**src/rtl/note_text_streamer.sv**
```systemverilog
// Streams the note name for the selected tone as FIELD_W ASCII columns through a valid/ready port.
// Optional input stability filter: define NOTE_STABLE_EN.
module note_text_streamer #(
    parameter int FIELD_W    = 4,
    parameter int LEFT_JUST  = 0,
    parameter int STABLE_CYC = 16
) (
    input  logic                       clk,
    input  logic                       rst_n,
    input  logic [3:0]                 note_in,
    output logic [7:0]                 char_data,
    output logic [$clog2(FIELD_W)-1:0] char_pos,
    output logic                       char_valid,
    input  logic                       char_ready,
    output logic [8*FIELD_W-1:0]       field,
    output logic                       busy,
    output logic                       done
);

    localparam int POS_W = $clog2(FIELD_W);
    localparam logic [POS_W-1:0] LAST_POS = POS_W'(FIELD_W - 1);

    // Internal codes: 0..7 follow note_in[3:1], then BLANK and the never-resolved INVALID.
    localparam logic [3:0] CODE_BLANK   = 4'd8;
    localparam logic [3:0] CODE_INVALID = 4'd15;

    typedef enum logic [1:0] {IDLE, LOAD, SEND, DONE} state_t;

    if (FIELD_W < 4 || FIELD_W > 16 || STABLE_CYC < 1 || STABLE_CYC > 65535) begin : g_param_check
        $error("note_text_streamer: FIELD_W or STABLE_CYC out of range");
    end

    state_t     state;
    logic [3:0] resolved;
    logic [3:0] accepted;
    logic [3:0] last_code;

    function automatic logic [8*FIELD_W-1:0] build_field(input logic [3:0] code);
        logic [23:0]          name;
        int unsigned          len;
        logic [7:0]           ch;
        logic [8*FIELD_W-1:0] f;
        len  = 0;
        name = '0;
        f    = '0;
        case (code)
            4'd0: begin name = "Do1";          len = 3; end
            4'd1: begin name = {"Re",  8'h00}; len = 2; end
            4'd2: begin name = {"Mi",  8'h00}; len = 2; end
            4'd3: begin name = "Sol";          len = 3; end
            4'd4: begin name = {"Fa",  8'h00}; len = 2; end
            4'd5: begin name = {"La",  8'h00}; len = 2; end
            4'd6: begin name = {"Si",  8'h00}; len = 2; end
            4'd7: begin name = "Do2";          len = 3; end
            default: begin name = '0;          len = 0; end
        endcase
        for (int unsigned c = 0; c < unsigned'(FIELD_W); c++) begin
            ch = 8'h20;
            if (LEFT_JUST != 0) begin
                if (c < len) ch = name[23-8*c -: 8];
            end else if (c >= unsigned'(FIELD_W) - len) begin
                ch = name[23-8*(c-(unsigned'(FIELD_W)-len)) -: 8];
            end
            f[8*(unsigned'(FIELD_W)-1-c) +: 8] = ch;
        end
        return f;
    endfunction

    function automatic logic [7:0] byte_at(input logic [8*FIELD_W-1:0] f, input logic [POS_W-1:0] p);
        return f[8*(FIELD_W-1-int'(p)) +: 8];
    endfunction

    always_comb begin
        resolved = note_in[0] ? {1'b0, note_in[3:1]} : CODE_BLANK;
    end

`ifdef NOTE_STABLE_EN
    localparam logic [15:0] STABLE_M1 = 16'(STABLE_CYC - 1);

    logic [3:0]  candidate;
    logic [15:0] stable_cnt;

    // stable_cnt holds how many clocks candidate has already been seen unchanged.
    always_ff @(posedge clk or negedge rst_n) begin
        if (!rst_n) begin
            candidate  <= CODE_BLANK;
            stable_cnt <= '0;
            accepted   <= CODE_BLANK;
        end else if (resolved != candidate) begin
            candidate  <= resolved;
            stable_cnt <= 16'd1;
            if (STABLE_CYC == 1) accepted <= resolved;
        end else begin
            if (stable_cnt != '1) stable_cnt <= stable_cnt + 16'd1;
            if (stable_cnt >= STABLE_M1) accepted <= candidate;
        end
    end
`else
    always_ff @(posedge clk or negedge rst_n) begin
        if (!rst_n) accepted <= CODE_BLANK;
        else        accepted <= resolved;
    end
`endif

    always_ff @(posedge clk or negedge rst_n) begin
        if (!rst_n) begin
            state      <= LOAD;
            last_code  <= CODE_INVALID;
            field      <= {FIELD_W{8'h20}};
            char_data  <= 8'h20;
            char_pos   <= '0;
            char_valid <= 1'b0;
            busy       <= 1'b0;
            done       <= 1'b0;
        end else begin
            case (state)
                IDLE: begin
                    done <= 1'b0;
                    if (accepted != last_code) begin
                        state <= LOAD;
                        busy  <= 1'b1;
                    end
                end
                LOAD: begin
                    busy       <= 1'b1;
                    last_code  <= accepted;
                    field      <= build_field(accepted);
                    char_pos   <= '0;
                    char_data  <= byte_at(build_field(accepted), '0);
                    char_valid <= 1'b1;
                    state      <= SEND;
                end
                SEND: begin
                    if (char_ready) begin
                        if (char_pos == LAST_POS) begin
                            char_valid <= 1'b0;
                            done       <= 1'b1;
                            state      <= DONE;
                        end else begin
                            char_pos  <= char_pos + 1'b1;
                            char_data <= byte_at(field, char_pos + 1'b1);
                        end
                    end
                end
                DONE: begin
                    done  <= 1'b0;
                    busy  <= 1'b0;
                    state <= IDLE;
                end
                default: state <= IDLE;
            endcase
        end
    end

endmodule

```
**config.mk**
```make
export PLATFORM = sky130hd
export DESIGN_NAME = note_text_streamer
export DESIGN_NICKNAME = d
export VERILOG_FILES = /design/src/rtl/note_text_streamer.sv
export SDC_FILE = /design/constraint.sdc
export NUM_CORES = 1
export LEC_CHECK = 0
export CAP_MARGIN = 25
export CELL_PAD_IN_SITES_DETAIL_PLACEMENT = 1
export CELL_PAD_IN_SITES_GLOBAL_PLACEMENT = 1
export CORE_ASPECT_RATIO = 1.2
export CORE_UTILIZATION = 40
export DETAILED_ROUTE_END_ITERATION = 10
export PLACE_DENSITY = 0.79
export REMOVE_ABC_BUFFERS = 1
export SLEW_MARGIN = 10
export SYNTH_ARGS = -nofsm -noshare
export SYNTH_HDL_FRONTEND = slang
export SYNTH_SLANG_ARGS = --single-unit
```
**constraint.sdc**
```tcl
create_clock -name clk -period 2.85 [get_ports clk]
set_clock_uncertainty 0.2 [all_clocks]
set_input_delay 0.57 -clock clk [delete_from_list [all_inputs] [get_ports clk]]
set_output_delay 0.57 -clock clk [all_outputs]
set_load 0.02 [all_outputs]
```
* Word level (Yosys, flattened, before mapping) *
Memories as Yosys holds them, arrays and structs flattened.
Cells that the tools add are included.

storage, ports and cells
  register bits = 55
  bits in latches = 0
  memory bits (writable) = 0
  memory bits (read-only) = 256
  output and inout port bits = 45
  word-level logic and storage cells = 83
  memories = 2

operators by class
  add/sub/neg operators = 14
  multiply operators = 0
  divide/modulo/power cells = 0
  magnitude comparators = 5
  equal/unequal tests = 9
  shifts and indexed selects = 6
  muxes and demuxes = 28
  bitwise gates (word level) = 0
  reductions and logical operators = 10

memories
  memory            depth  bits a word  rd ports  clocked after Yosys merged registers in  wr ports  RTL line  source
  (name not given)  8      16           1         0                                        0         46        case (code)
  (name not given)  8      16           1         0                                        0         46

operators with widths
  kind                                                                    count
  56-bit 2-to-1 mux                                                       4
  31-bit by 33-bit indexed part select with 8-bit output                  5
  5-bit by 32-bit subtractor with 32-bit output (first input constant)    5
  1-bit by 32-bit >= comparator with 1-bit output (first input constant)  3
  1-bit by 29-bit subtractor with 29-bit output (first input constant)    3
  2-bit by 32-bit >= comparator with 1-bit output (first input constant)  2
  3-bit by 32-bit subtractor with 32-bit output (first input constant)    2
  2-bit by 29-bit subtractor with 29-bit output (first input constant)    2
  8-bit 2-to-1 mux                                                        7
  32-bit by 6-bit indexed part select with 8-bit output                   1
  8-bit case mux with 2 select lines                                      1
  3-bit AND reduction                                                     4
  2-bit 2-to-1 mux                                                        5
  2-bit inequality test (second input constant)                           4
  2-bit case mux with 4 select lines                                      1
  2-bit equality test (second input constant)                             3
  1-bit 2-to-1 mux                                                        5
  4-bit 2-to-1 mux                                                        1
  4-bit inequality test                                                   1
  1-bit case mux with 2 select lines                                      2
  2-bit case mux with 2 select lines                                      1
  2-bit nonzero test                                                      2
  1-bit case mux with 3 select lines                                      1
  3-bit nonzero test                                                      1
  6 further kinds                                                         6

* Logic depth before layout (Yosys ltp) *
Gate-level depths: netlist of the first run.
An unclocked memory read counts as a cell.

  depth in word-level cells = 9
  mapped depth = 10
  depth with buffers taken out = 10

* Worst setup path after synthesis of the first run *
Ideal clock, no wire load.

  path type = register to register
  start = register accepted[0]
  end = register field[12]
  setup time = 0.101 ns
  arrival = 1.988 ns
  setup slack = 0.561 ns
  stages on the path, launching flop included = 10
  path buffers = 0
  period minus slack after synthesis = 2.289 ns
  cells stage by stage = dfrtp_1 -> inv_1 -> ha_1 -> or2_4 -> a21oi_4 -> inv_1 -> ha_1 -> nor2_1 -> nand2_1 -> o32ai_1

on the way
  longest elaborated chain between the ends = 8
  elaborated cells between the ends (all ways) = 9
  classes of those cells = add/sub (3); order compare (1); shift (1); mux (3); memory (1)

RTL lines
  element                                                 RTL line  source
  start, declared                                         35        logic [3:0] accepted;
  start signal, assigned                                  101       else accepted <= resolved;
  memory read 8 x 16 bit (*)                              -
  56-bit 2-to-1 mux (*)                                   46
  56-bit 2-to-1 mux (*)                                   116       case (state)
  3-bit by 32-bit subtractor with 32-bit output           62        ch = name[23-8*(c-(unsigned'(FIELD_W)-len)) -: 8];
  2-bit by 29-bit subtractor with 29-bit output           62
  5-bit by 32-bit subtractor with 32-bit output           62
  31-bit by 33-bit indexed part select with 8-bit output  62
  8-bit 2-to-1 mux (*)                                    61        end else if (c >= unsigned'(FIELD_W) - len) begin
  end signal, assigned                                    109       field <= {FIELD_W{8'h20}};
  end signal, assigned                                    127       field <= build_field(accepted);
  end, declared                                           15        output logic [8*FIELD_W-1:0] field,

Every way passes the cells marked *; elsewhere a longest branch is shown, timed or not. The select of a mux whose other input is x is not followed.
A chain may end at the register's enable or synchronous reset.

* Worst setup path in the final report of the first run *
Same ends and word-level chain as after synthesis.

==> results of run 1 <==
[per-layer routing]
metal	global-route usage [%]	wire length, um
met5	0	0
met4	6.25	82
met3	3.13	150
met2	33.2	3130
met1	23.8	2680
[worst min path at each step]
stage | startpoint | end | slack (ns)
finish | rst_n | char_valid$_DFFE_PN0P_ | 0.05
global route | rst_n | field[3]$_DFFE_PN0N_ | 0.07
CTS | rst_n | field[3]$_DFFE_PN0N_ | 0.06
detailed placement | char_data[5]$_DFFE_PN1P_ | char_data[5]$_DFFE_PN1P_ | 0.26
global placement | char_data[5]$_DFFE_PN1P_ | char_data[5]$_DFFE_PN1P_ | 0.25
floorplan | rst_n | accepted[0]$_DFF_PN0_ | 0.07
[report_power, final]
group	leakage [uW]	switching, uW	internal, uW
logic	0.000741	740	692
registers	0.000646	183	966
clock network	0.0000612	242	284
[flip-flops by register name, indices dropped and copies added (netlist names)]
signal / count
done: 1
accepted: 4
char_pos: 2
last_code: 4
busy: 1
state: 2
field: 28
char_valid: 1
char_data: 8
[per-stage QoR]
stage,total power (uW),cell area (um2),setup slack [ns]
after floorplan,1990,2560,0.487
after global placement,2570,3200,0.379
after detailed placement,2610,3200,0.278
after CTS,3150,3320,0.240
after global routing,3290,3320,0.0426
final,3110,3320,0.236
[final cells by class]
class,instances,area (um2),area share [%]
Clock buffer,6,82.6,2.49
Multi-Input combinational cell,142,1160,35.1
Inverter,27,101,3.06
Timing Repair Buffer,53,536,16.2
Tap cell,85,106,3.21
Clock inverter,2,35.0,1.06
Sequential cell,51,1290,38.9
[kinds of logic (layout without fill, tap and decap cells)]
| kind of cell | count (synthesis) | after routing | synth area share [%] |
|---|---|---|---|
| compound gates | 45 | 45 | 12.2 |
| xor+xnor | 6 | 6 | 2.00 |
| fa+ha+maj | 14 | 14 | 6.65 |
| buf+inv | 41 | 88 | 7.22 |
| flops | 51 | 51 | 49.0 |
| mux | 20 | 20 | 11.3 |
| other cells | 1 | 4 | 0.142 |
| simple gates | 53 | 53 | 11.6 |
[placed cells by master, fill, tap and decap left out, types with 2 or more instances in the layout]
| cell type | n |
|---|---|
| xnor2_1 | 6 |
| mux2i_1 | 6 |
| conb_1 | 4 |
| buf_4 | 4 |
| clkdlybuf4s50_1 | 46 |
| o22ai_1 | 9 |
| a21oi_1 | 11 |
| nand2b_1 | 2 |
| nand3_1 | 2 |
| buf_12 | 2 |
| dfrtp_1 | 40 |
| clkbuf_8 | 6 |
| mux2_2 | 7 |
| nor2_1 | 11 |
| inv_1 | 27 |
| a21oi_2 | 2 |
| o21ai_1 | 2 |
| or2_2 | 2 |
| o21ai_0 | 4 |
| nand2_1 | 12 |
| dfstp_2 | 11 |
| and2_1 | 5 |
| mux4_2 | 7 |
| nor2b_1 | 11 |
| o32ai_1 | 3 |
| ha_1 | 14 |
| a22o_1 | 5 |
==> impl.org, run 1 <==
** STA
- RSZ-0062 raised after global routing :: no
- Max Freq :: 0.383 GHz
- The worst path uses 91.7% of the clock period.
- Headroom to the max-slew limit came out at 62.8%.
- Setup violations remaining at the end of the flow were counted as 0.
- The total count of max-transition violations in the final report was 0.
- Hold Vio Cnt, Final :: 0
- At the pin with the least slew margin, the transition time is 0.558 ns.
- Final period demand of the worst path :: 2.61 ns
- The tightest hold path in the finished design has a slack of 0.0464 ns.
- In the final timing run, aggregate negative setup slack is 0 ns.

** Global route
- Overall Global Routing Usage :: 19.0%
- Congestion Overflow GR :: 0
- Global-route wire length before repair :: 10100 um
- Vias in the first global route :: 1948
- Entering global routing, the biggest net connects 30 pins.
- The number of antenna violations at the first check in global routing came to 0.

** Logic synthesis
- Averaged over all synthesized cells, the footprint is 11.4 um2.
- Most frequent cell after synthesis :: dfrtp_1
- Fraction of registers with async set/reset :: 100%
- Top cells by instance count after synthesis :: 40 x dfrtp_1, 27 x inv_1, 14 x ha_1
- Counting flops with a built-in enable in the synthesized netlist gives 0.
- Sequential fraction of the synthesis area :: 49.0%
- Cell types with the largest area share after synthesis :: dfrtp_1 38%, dfstp_2 11%, ha_1 6.7%
- After synthesis the cells add up to 0.00263 mm2.
- The netlist uses 44 different library cells.
- Warnings from Yosys :: 0
- Synthesis inferred 51 register bits.
- The share of synthesized area in the top cell type comes to 38.0%.
- Biggest area consumer among synthesized cells :: dfrtp_1
- The most used flip-flop cell after synthesis is dfrtp_1.
- Synthesis produced 231 cells.

** Detailed routing
- DRT Wirelength :: 6040 um
- DR pass1 iterations :: 4
- Drc violations :: 0
- Number of DRC violations after detailed-routing iteration 0 :: 55
- Number of nets still failing antenna checks after routing :: 0
- After detailed routing, the average wire length per cell comes to 16.5 um.
- Dividing the detail-routed via count by the number of cells gives 5.01.
- Vias after detailed routing :: 1832

** Worst setup path
- Slack of the worst reg-to-reg path :: 0.24 ns
- The startpoint identified for the worst register-to-register timing path is accepted[0]$_DFF_PN0_.
- Critical Path Fanout Max :: 7
- The most critical setup path has its endpoint at field[12]$_DFFE_PN0N_.
- In this run the worst setup path begins at accepted[0]$_DFF_PN0_.
- For the worst flop-to-flop path, the logic depth is 9.
- The worst setup path is of the flop to flop kind.
- STA classifies the critical path startpoint as a flop.
- CP Data Arrival Time :: 2.63 ns
- Data on the critical path is required at its endpoint by 2.86 ns.
- Cell with the biggest individual delay on the critical path :: dfrtp_1
- The critical path crosses 9 cells after its start point.
- In this run the critical register-to-register path is captured at field[12]$_DFFE_PN0N_.
- Cell family with most CP delay :: simple AND/OR/NAND/NOR gates
- Buffers plus inverters on the worst setup path :: 2
- In this design, the stage delay of the slowest critical-path cell is 0.50 ns.
- STA classifies the critical path endpoint as a flop.
- The critical path goes through inv_1 -> ha_1 -> or2_4 -> a21oi_4 -> inv_1 -> ha_1 -> nor2_1 -> nand2_1 -> o32ai_1.

** Clock tree
- TritonCTS built the clock tree.
- Post-CTS timing repair inserted 0 buffers for setup.
- Clock tree synthesis found a total of 51 sinks.
- Clock latency on the worst-skew pair, taken at its later pin, is 0.31 ns.
- Num CTS Buffers :: 5
- Quantity of gates resized following cts :: 0
- Buffers inserted to repair hold after CTS numbered 0.
- Clock-pin transition on the worst setup and hold timing paths :: 0.10 ns
- Worst-case clock buffer depth :: 2
- CTS placed an instance of clkbuf_8 at the clock tree root.
- The H-tree was split into 2 levels.

** Die
- The floorplan step defined a die boundary enclosing 0.00691 mm2.
- In this run the horizontal extent of the chip is 76.1 um.
- During I/O placement, the number of pins put on the boundary was 52.
- The floorplan has 32 rows.
- For this configuration, the core starts out at a cell density of 41.1%.
- The die is 90.9 um tall.
- After floorplanning, the core was sized to cover 0.00641 mm2.

** Placement
- At the end of routability-driven placement, the weighted congestion stood at 0.824.
- Placed cell count :: 358
- The count of buffers added on input and output ports is 47.
- After legalization and detailed placement, the total HPWL measured 4560 um.

** Final layout
- Cells fill 51.8% of the core in the end.
- The post-route netlist has 18.5% of its cells at a drive strength greater than 1.
- Fill cell count :: 704
- The number of antenna diodes in the final layout is 0.
- Number of non-filler instances in the completed layout :: 366
- Area overhead of the layout relative to synthesis :: 25.9%
- Number of nets in the layout :: 301

** Status
- Outcome :: finished clean

** Run
- The tool flagged a number of max-cap violations equal to 0.

** Power and ir drop
- Across the VDD grid, the largest voltage drop is 0.000282 V.
- Reported leakage power :: 0.00145 uW
- Power density relative to cell area :: 937 mW/mm2

** Hold path
- The tightest min-delay check is of the primary input to async pin type.
Power figures use the tool's default switching activity.
==> run 2: changes to the inputs <==
--- a/config.mk
+++ b/config.mk
@@ -13,6 +13,7 @@
 export DETAILED_ROUTE_END_ITERATION = 10
 export PLACE_DENSITY = 0.79
 export REMOVE_ABC_BUFFERS = 1
+export SETUP_SLACK_MARGIN = 0.02
 export SLEW_MARGIN = 10
 export SYNTH_ARGS = -nofsm -noshare
 export SYNTH_HDL_FRONTEND = slang
==> results of run 2 <==
Final layout, timing and power as in run 1 (identical DEF).
==> run 3: changes to the inputs <==
--- a/config.mk
+++ b/config.mk
@@ -14,7 +14,7 @@
 export PLACE_DENSITY = 0.79
 export REMOVE_ABC_BUFFERS = 1
 export SETUP_SLACK_MARGIN = 0.02
-export SLEW_MARGIN = 10
+export SLEW_MARGIN = 25
 export SYNTH_ARGS = -nofsm -noshare
 export SYNTH_HDL_FRONTEND = slang
 export SYNTH_SLANG_ARGS = --single-unit
==> results of run 3 <==
Final layout, timing and power as in run 1 (identical DEF).
